`config.mk`:
```
export PLATFORM = sky130hd
export DESIGN_NAME = operand_fetch
export DESIGN_NICKNAME = d
export VERILOG_FILES = /design/src/rtl/operand_fetch.sv
export SDC_FILE = /design/constraint.sdc
export NUM_CORES = 1
export LEC_CHECK = 0
export ABC_AREA = 1
export BUFFER_PORTS_ARGS = -buffer_cell sky130_fd_sc_hd__buf_2
export CAP_MARGIN = 5
export CORE_MARGIN = 2
export CORE_UTILIZATION = 35
export CTS_CLUSTER_SIZE = 40
export DETAILED_ROUTE_END_ITERATION = 8
export GPL_ROUTABILITY_DRIVEN = 0
export MAX_ROUTING_LAYER = met4
export PLACE_DENSITY = 0.57
export SLEW_MARGIN = 0
export SYNTH_ARGS = -nofsm -noshare
export SYNTH_HDL_FRONTEND = slang
export SYNTH_SLANG_ARGS = --single-unit
```
`constraint.sdc`:
```
create_clock -name clk -period 1.75 [get_ports clk]
set_input_delay 0.175 -clock clk [delete_from_list [all_inputs] [get_ports clk]]
set_output_delay 0.175 -clock clk [all_outputs]
set_load 0.02 [all_outputs]
```
`src/rtl/operand_fetch.sv`:
```
// Operand fetch stage: reads two sources from the register file, stalls on
// pending writes tracked in a scoreboard, forwards same-cycle writeback data.
module operand_fetch #(
  parameter int DATA_WIDTH = 16,
  parameter int ADDR_WIDTH = 5
) (
  input  logic                  clk,
  input  logic                  reset,
  input  logic                  in_valid,
  output logic                  in_ready,
  input  logic [ADDR_WIDTH-1:0] in_ra,
  input  logic [ADDR_WIDTH-1:0] in_rb,
  input  logic [ADDR_WIDTH-1:0] in_rd,
  input  logic                  in_wr,
  output logic                  rf_read_a,
  output logic                  rf_read_b,
  output logic [ADDR_WIDTH-1:0] rf_a_addr,
  output logic [ADDR_WIDTH-1:0] rf_b_addr,
  input  logic [DATA_WIDTH-1:0] rf_a_data,
  input  logic [DATA_WIDTH-1:0] rf_b_data,
  output logic                  rf_write,
  output logic [ADDR_WIDTH-1:0] rf_w_addr,
  output logic [DATA_WIDTH-1:0] rf_d_in,
  input  logic                  wb_valid,
  input  logic [ADDR_WIDTH-1:0] wb_addr,
  input  logic [DATA_WIDTH-1:0] wb_data,
  output logic                  out_valid,
  input  logic                  out_ready,
  output logic [DATA_WIDTH-1:0] out_a,
  output logic [DATA_WIDTH-1:0] out_b,
  output logic [ADDR_WIDTH-1:0] out_rd,
  output logic                  out_wr,
  output logic [1:0]            dbg_state
);

  // Handshakes: a transfer happens on a rising clk edge where valid and ready
  // are both high; valid is never dropped before the transfer completes.

  localparam int NREG = 1 << ADDR_WIDTH;

  localparam logic [1:0] IDLE  = 2'd0;
  localparam logic [1:0] FETCH = 2'd1;
  localparam logic [1:0] VALID = 2'd2;

  logic [1:0]            state;
  logic [1:0]            state_nxt;
  logic [ADDR_WIDTH-1:0] ra_q;
  logic [ADDR_WIDTH-1:0] rb_q;
  logic [ADDR_WIDTH-1:0] rd_q;
  logic                  wr_q;
  logic [NREG-1:0]       sb;
  logic [NREG-1:0]       sb_nxt;
  logic [DATA_WIDTH-1:0] a_q;
  logic [DATA_WIDTH-1:0] b_q;
  logic [DATA_WIDTH-1:0] cap_a;
  logic [DATA_WIDTH-1:0] cap_b;
  logic                  wb_hit_a;
  logic                  wb_hit_b;
  logic                  busy_a;
  logic                  busy_b;
  logic                  accept;
  logic                  fetch_go;
  logic                  handshake;

  // Writeback goes straight to the register file; r0 is never written.
  assign rf_write  = wb_valid && (wb_addr != '0);
  assign rf_w_addr = wb_addr;
  assign rf_d_in   = wb_data;

  assign rf_a_addr = ra_q;
  assign rf_b_addr = rb_q;

  // A writeback arriving this cycle releases its register immediately.
  assign wb_hit_a = wb_valid && (wb_addr == ra_q);
  assign wb_hit_b = wb_valid && (wb_addr == rb_q);
  assign busy_a   = (ra_q != '0) && sb[ra_q] && !wb_hit_a;
  assign busy_b   = (rb_q != '0) && sb[rb_q] && !wb_hit_b;

  assign accept    = (state == IDLE) && in_valid;
  assign fetch_go  = (state == FETCH) && !busy_a && !busy_b;
  assign handshake = (state == VALID) && out_ready;

  assign in_ready  = (state == IDLE);
  assign rf_read_a = fetch_go;
  assign rf_read_b = fetch_go;
  assign out_valid = (state == VALID);
  assign out_a     = a_q;
  assign out_b     = b_q;
  assign out_rd    = rd_q;
  assign out_wr    = wr_q;
  assign dbg_state = state;

  always_comb begin
    cap_a = rf_a_data;
    if (ra_q == '0) begin
      cap_a = '0;
    end else if (wb_hit_a) begin
      cap_a = wb_data;
    end
  end

  always_comb begin
    cap_b = rf_b_data;
    if (rb_q == '0) begin
      cap_b = '0;
    end else if (wb_hit_b) begin
      cap_b = wb_data;
    end
  end

  always_comb begin
    state_nxt = state;
    case (state)
      IDLE:    if (in_valid) state_nxt = FETCH;
      FETCH:   if (fetch_go) state_nxt = VALID;
      VALID:   if (out_ready) state_nxt = IDLE;
      default: state_nxt = IDLE;
    endcase
  end

  // Clear first so that a same-cycle set of the same register wins.
  always_comb begin
    sb_nxt = sb;
    if (wb_valid) begin
      sb_nxt[wb_addr] = 1'b0;
    end
    if (handshake && wr_q && (rd_q != '0)) begin
      sb_nxt[rd_q] = 1'b1;
    end
    sb_nxt[0] = 1'b0;
  end

  always_ff @(posedge clk or negedge reset) begin
    if (!reset) begin
      state <= IDLE;
      sb    <= '0;
      ra_q  <= '0;
      rb_q  <= '0;
      rd_q  <= '0;
      wr_q  <= 1'b0;
      a_q   <= '0;
      b_q   <= '0;
    end else begin
      state <= state_nxt;
      sb    <= sb_nxt;
      if (accept) begin
        ra_q <= in_ra;
        rb_q <= in_rb;
        rd_q <= in_rd;
        wr_q <= in_wr;
      end
      if (fetch_go) begin
        a_q <= cap_a;
        b_q <= cap_b;
      end
    end
  end

endmodule

```
======== Yosys cells after proc, flatten, opt, wreduce, memory -nomap -nowiden ========
Cells that the tools add are included.
word-level totals
  register bits after elaboration ......... 81
  input bits .............................. 74
  word-level logic and storage cells ...... 69
operators by class
  order comparisons ....................... 6
  equality and inequality tests ........... 7
  multiplexer cells ....................... 18
  bitwise logic cells ..................... 3
  reductions and logical operators ........ 27
operators with widths
  kind                  count
  $mux W16              4
  $mux W32              2
  $and A32 B32 Y32      1
  $not A32 Y32          1
  $or A32 B32 Y32       1
  $lt A5 B6 Y1 const B  4
  $reduce_bool A5 Y1    4
  $logic_and A1 B1 Y1   15
  $bmux W1 S5           2
  $demux W1 S5          2
  $eq A5 B5 Y1          2
  $ge A5 B1 Y1 const B  2
  $logic_not A5 Y1      2
  $mux W2               3
  $pmux W2 S3           1
  $logic_not A1 Y1      4
  $mux W1               4
  $ne A2 B2 Y1 const B  2
  $reduce_and A3 Y1     1
  $eq A2 B1 Y1 const B  1
  $eq A2 B2 Y1 const B  1
  $logic_not A2 Y1      1
  $ne A2 B1 Y1 const B  1

======== Logic depth before layout (Yosys ltp) ========
  depth after elaboration ................. 9
  depth in mapped cells ................... 14
  depth with buffers taken out ............ 12

======== Worst setup path after synthesis ========
OpenSTA, ideal clock, no wires.
  path kind ............................... flip-flop to output port
  from .................................... register ra_q[2], in the netlist rf_a_addr[2]
  to ...................................... output port rf_read_b
  arrival time ............................ 1.888 ns
  path slack .............................. -0.313 ns
  stages on the path, launching flop included .. 11
  path buffers ............................ 3
  cell sequence ........................... dfrtp_1 buf_2 nor2_1 nand4_2 nand2_1 inv_2 nand3_4 nand3_4 buf_4 inv_2 buf_4
on the way
  word-level cells in the longest chain between the ends .. 7
  elaborated cells on any way between the ends .. 11
  classes of those cells .................. 1 x eq/ne; 2 x mux; 8 x reduce/logical
RTL lines
  item                                                                         RTL line  source
  from (decl)                                                                  47        logic [ADDR_WIDTH-1:0] ra_q;
  from (signal assigned)                                                       147       ra_q <= in_ra;
  $bmux W1 S5 / $eq A5 B5 Y1 (equally long branches)                           76, 74
  $mux W1 (not written as such) / $logic_and A1 B1 Y1 (equally long branches)  76, 74
  $logic_and A1 B1 Y1 / $logic_not A1 Y1 (equally long branches)               76        assign busy_a = (ra_q != '0) && sb[ra_q] && !wb_hit_a;
  $logic_and A1 B1 Y1 (*)                                                      76
  $logic_not A1 Y1 (*)                                                         80        assign fetch_go = (state == FETCH) && !busy_a && !busy_b;
  $logic_and A1 B1 Y1 (*) (2 in series)                                        80
  to (decl)                                                                    16        output logic rf_read_b,
Every way passes the cells marked *; elsewhere a longest branch is shown, timed or not. The select of a mux whose other input is x is not followed.

======== Final worst setup path ========
  from .................................... register rb_q[0], in the netlist rf_b_addr[0]
  to ...................................... output port rf_read_b
on the way
  word-level cells in the longest chain between the ends .. 6
  elaborated cells on any way between the ends .. 10
  classes of those cells .................. 1 x eq/ne; 2 x mux; 7 x reduce/logical
RTL lines
  item                                                                         RTL line  source
  from (decl)                                                                  48        logic [ADDR_WIDTH-1:0] rb_q;
  from (signal assigned)                                                       148       rb_q <= in_rb;
  $bmux W1 S5 / $eq A5 B5 Y1 (equally long branches)                           77, 75
  $mux W1 (not written as such) / $logic_and A1 B1 Y1 (equally long branches)  77, 75
  $logic_and A1 B1 Y1 / $logic_not A1 Y1 (equally long branches)               77        assign busy_b = (rb_q != '0) && sb[rb_q] && !wb_hit_b;
  $logic_and A1 B1 Y1 (*)                                                      77
  $logic_not A1 Y1 (*)                                                         80
  $logic_and A1 B1 Y1 (*)                                                      80
Marked as above.

==> out/qor.txt <==
Status: finished with violations
Failing checks: negative setup slack
Most frequent cells in the layout: nand2_1 (202), buf_2 (146), dfrtp_1 (75)
Total congestion overflow: 0
Syn nets: 777
Endpoint class of the critical path: output pin
Worst Path Buf+Inv: 3
First-pass GRT wire length: 26.4 mm
Drc violations: 0
RR Endpoint: out_a[10]
Core region area: 13800 µm²
Ys async rst share: 100%
Hold Startpoint: out_ready
Share of the synthesized area in the top cell type: 41.2%
Sw frac: 47.7%
IO Port Bufs: 149
Finished Core Util: 47.2%
CP Class: flop to output pin
P_int: 6.05 mW
Worst hold slack: 0.0154 ns
Post-synthesis mux area share: 0.457%
Dominant cells by area after synthesis: dfrtp_1 (41%), nand2_1 (16%), o21ai_0 (6.6%), nand4_1 (6.2%), nand3_1 (5.4%)
Routed len/inst: 16.2 µm
Reg-to-reg slack, setup: -0.31 ns
Slew @ Worst Pin: 0.453 ns
PnR Total Power: 11.6 mW
Worst-case reg-to-reg path depth: 13
Die Ht: 123 µm
Via count: 5369
Most common cell after layout, fill and taps aside: nand2_1
Die ar.: 15000 µm²
TNS Setup: -10.14 ns
Yosys top cell by area: dfrtp_1
Layout overhead on the synthesized area: 32.6%
Max Freq: 472 MHz
Final #Nets: 945
Pre-CTS setup slack: -0.0837 ns
Post-synthesis xor/xnor area fraction: 0.178%
Largest family of logic cells by synthesized area: simple AND/OR/NAND/NOR gates
Synthesis warning total: 0
Number of global-route vias before repair: 4976
Final Slew Violations: 0
CTS tree: yes
Startpoint Class: flop
Clock sinks: 81
Top FF cell, synth: dfrtp_1
Worst hold stages: 2
Largest net degree at the start of global routing: 82
TritonCTS Buffers: 9
CTS max path bufs: 2
Final period util: 121%
Detail Placement HPWL: 12.7 mm
Die Width: 123 µm
Arrival time at the worst endpoint: 1.94 ns
Endpoint, Worst Hold: dbg_state[1]
Share of cells above drive strength 1: 31.1%
# diodes: 0
Final setup violation count: 36
Mapped Area: 4920 µm²
Root Buffer: clkbuf_16
#FFs+latches synth: 81
Post-synth EDFFs: 0
FF-to-FF Start: rf_b_addr[0]
Post-Syn Instances: 703
H-tree Lvls: 3
Simple-gate share of the synthesized area: 35.4%
Synth unique cells: 29
Comb pwr share: 57.3%
Synthesized area per cell: 7.00 µm²
RSZ-0062 raised after global routing: true
Initial Util: 35.6%
Power Dens Cells: 1770 nW/µm²
Total Routing Usage GR: 23.9%
Seq/Total Area, Yosys: 41.2%
Worst clock skew: 0.00647 ns
MaxCap Viol Count: 0
Latest clock arrival within the worst-skew pair: 0.35 ns
Peak supply drop: 0.000959 V
Routed Antenna Nets: 0
Drt via density: 5.08
Worst path required time: 1.57 ns
Max-slew headroom: 69.8%
Fin worst setup slack: -0.368 ns
Routed wire length: 17.1 mm
Clock power frac: 14.6%
Num rows: 43
Clock-pin slew on the worst setup and hold paths: 0.06 ns
Max incr delay on CP: 0.51 ns
Pre-antenna DRT Iters: 6
Ports: 150
Sequential power share: 28.1%
Post-synthesis compound-gate area fraction: 10.9%
CP max-delay cell: dfrtp_2
DR iter-0 viols: 398
Critical path fanouts, max: 6
Worst path cell trace: clkbuf_16 > o21ai_4 > nand2_2 > a21oi_2 > nor2_2 > nand2_2 > nand3_4 > nand3_4 > clkinv_4 > buf_6
Synth Area in Adders: 0%
Fin crit period: 2.12 ns
CP delay by family, top: flip-flops
P_leak: 3.52 nW
Initial antenna violation count: 0
Final Hold Vio Count: 0
Switch Pwr: 5.51 mW
Worst Hold Class: primary input to flop
[synth_stat cells, types with 4 or more instances]
cell and instances:
nor3_1 4, o21ai_1 7, o211ai_1 6, o21ai_0 65
inv_1 55, dfrtp_1 81, nor2_1 69, nand2_1 209
nand3_1 53, buf_2 16, inv_2 12, nand4_1 49
clkbuf_1 12, a21oi_1 22, buf_4 26
[cell families (layout without fill, tap and decap cells)]
logic type | after synthesis | after routing
buf+inv | 122 | 295
flops | 81 | 81
compound gates | 103 | 103
simple gates | 394 | 394
xor+xnor | 1 | 1
mux | 2 | 2
[power groups by stage]
stage | Combinational, mW | Clock [mW] | Sequential, mW
6_report | 6.62 | 1.69 | 3.25
2_1_floorplan | 3.41 | 0 | 3.73
3_5_place_dp | 6.11 | 0 | 3.23
4_1_cts | 6.35 | 1.73 | 3.20
3_3_place_gp | 6.07 | 0 | 3.23
5_1_grt | 7.33 | 1.81 | 3.33
[metal layers]
layer | GRT usage (%) | share of wire (%) | up-vias
li1 | - | - | 2632
met1 | 33.0 | 46 | 2528
met3 | 4.65 | 7.3 | 16
met4 | 7.04 | 1.4 | 0
met5 | - | 0 | -
met2 | 35.5 | 45 | 193
[registers in the layout (all words and copies together) (netlist names)]
name       count
out_a         16
out_b         16
out_wr         1
rf_b_addr      5
sb            31
dbg_state      2
out_rd         5
rf_a_addr      5
[metrics by stage]
stage | instance area, µm² | cells
finish | 6530 | 1056
floorplan | 4990 | 703
detailed placement | 6070 | 1031
CTS | 6410 | 1053
global placement | 6070 | 1031
global route | 6530 | 1056
[how the worst max path moves through the flow]
| stage | startpoint | to | slack (ns) | cells after the start |
|---|---|---|---|---|
| 2_1_floorplan | rf_b_addr[0] | rf_read_b | -0.10 | 12 |
| 3_3_place_gp | rf_b_addr[0] | out_b[12] | -0.1 | 10 |
| 3_5_place_dp | rf_b_addr[0] | out_b[12] | -0.08 | 10 |
| 4_1_cts | rf_b_addr[0] | rf_read_a | -0.29 | 10 |
| 5_1_grt | rf_b_addr[0] | rf_read_a | -0.44 | 10 |
| 6_report | rf_b_addr[0] | rf_read_b | -0.37 | 10 |
[what timing repair did]
item / in CTS / in global routing
pin swaps: 8 / 8
endpoints found under the setup margin: 34 / 36
hold buffers: 1 / 0
gates resized for setup: 16 / 17
buffers inserted: 5 / 2
hold endpoints to repair: 81 / 0
gates cloned: 0 / 2
[layout make-up]
cell class	count	area [µm²]
Multi-Input combinational cell	500	2410
Sequential cell	81	2030
Inverter	67	264
Timing Repair Buffer	212	1340
Clock inverter	4	20.0
Fill cell	1439	7300
Clock buffer	12	236
Tap cell	180	225
(Power assumes the default switching activity.)
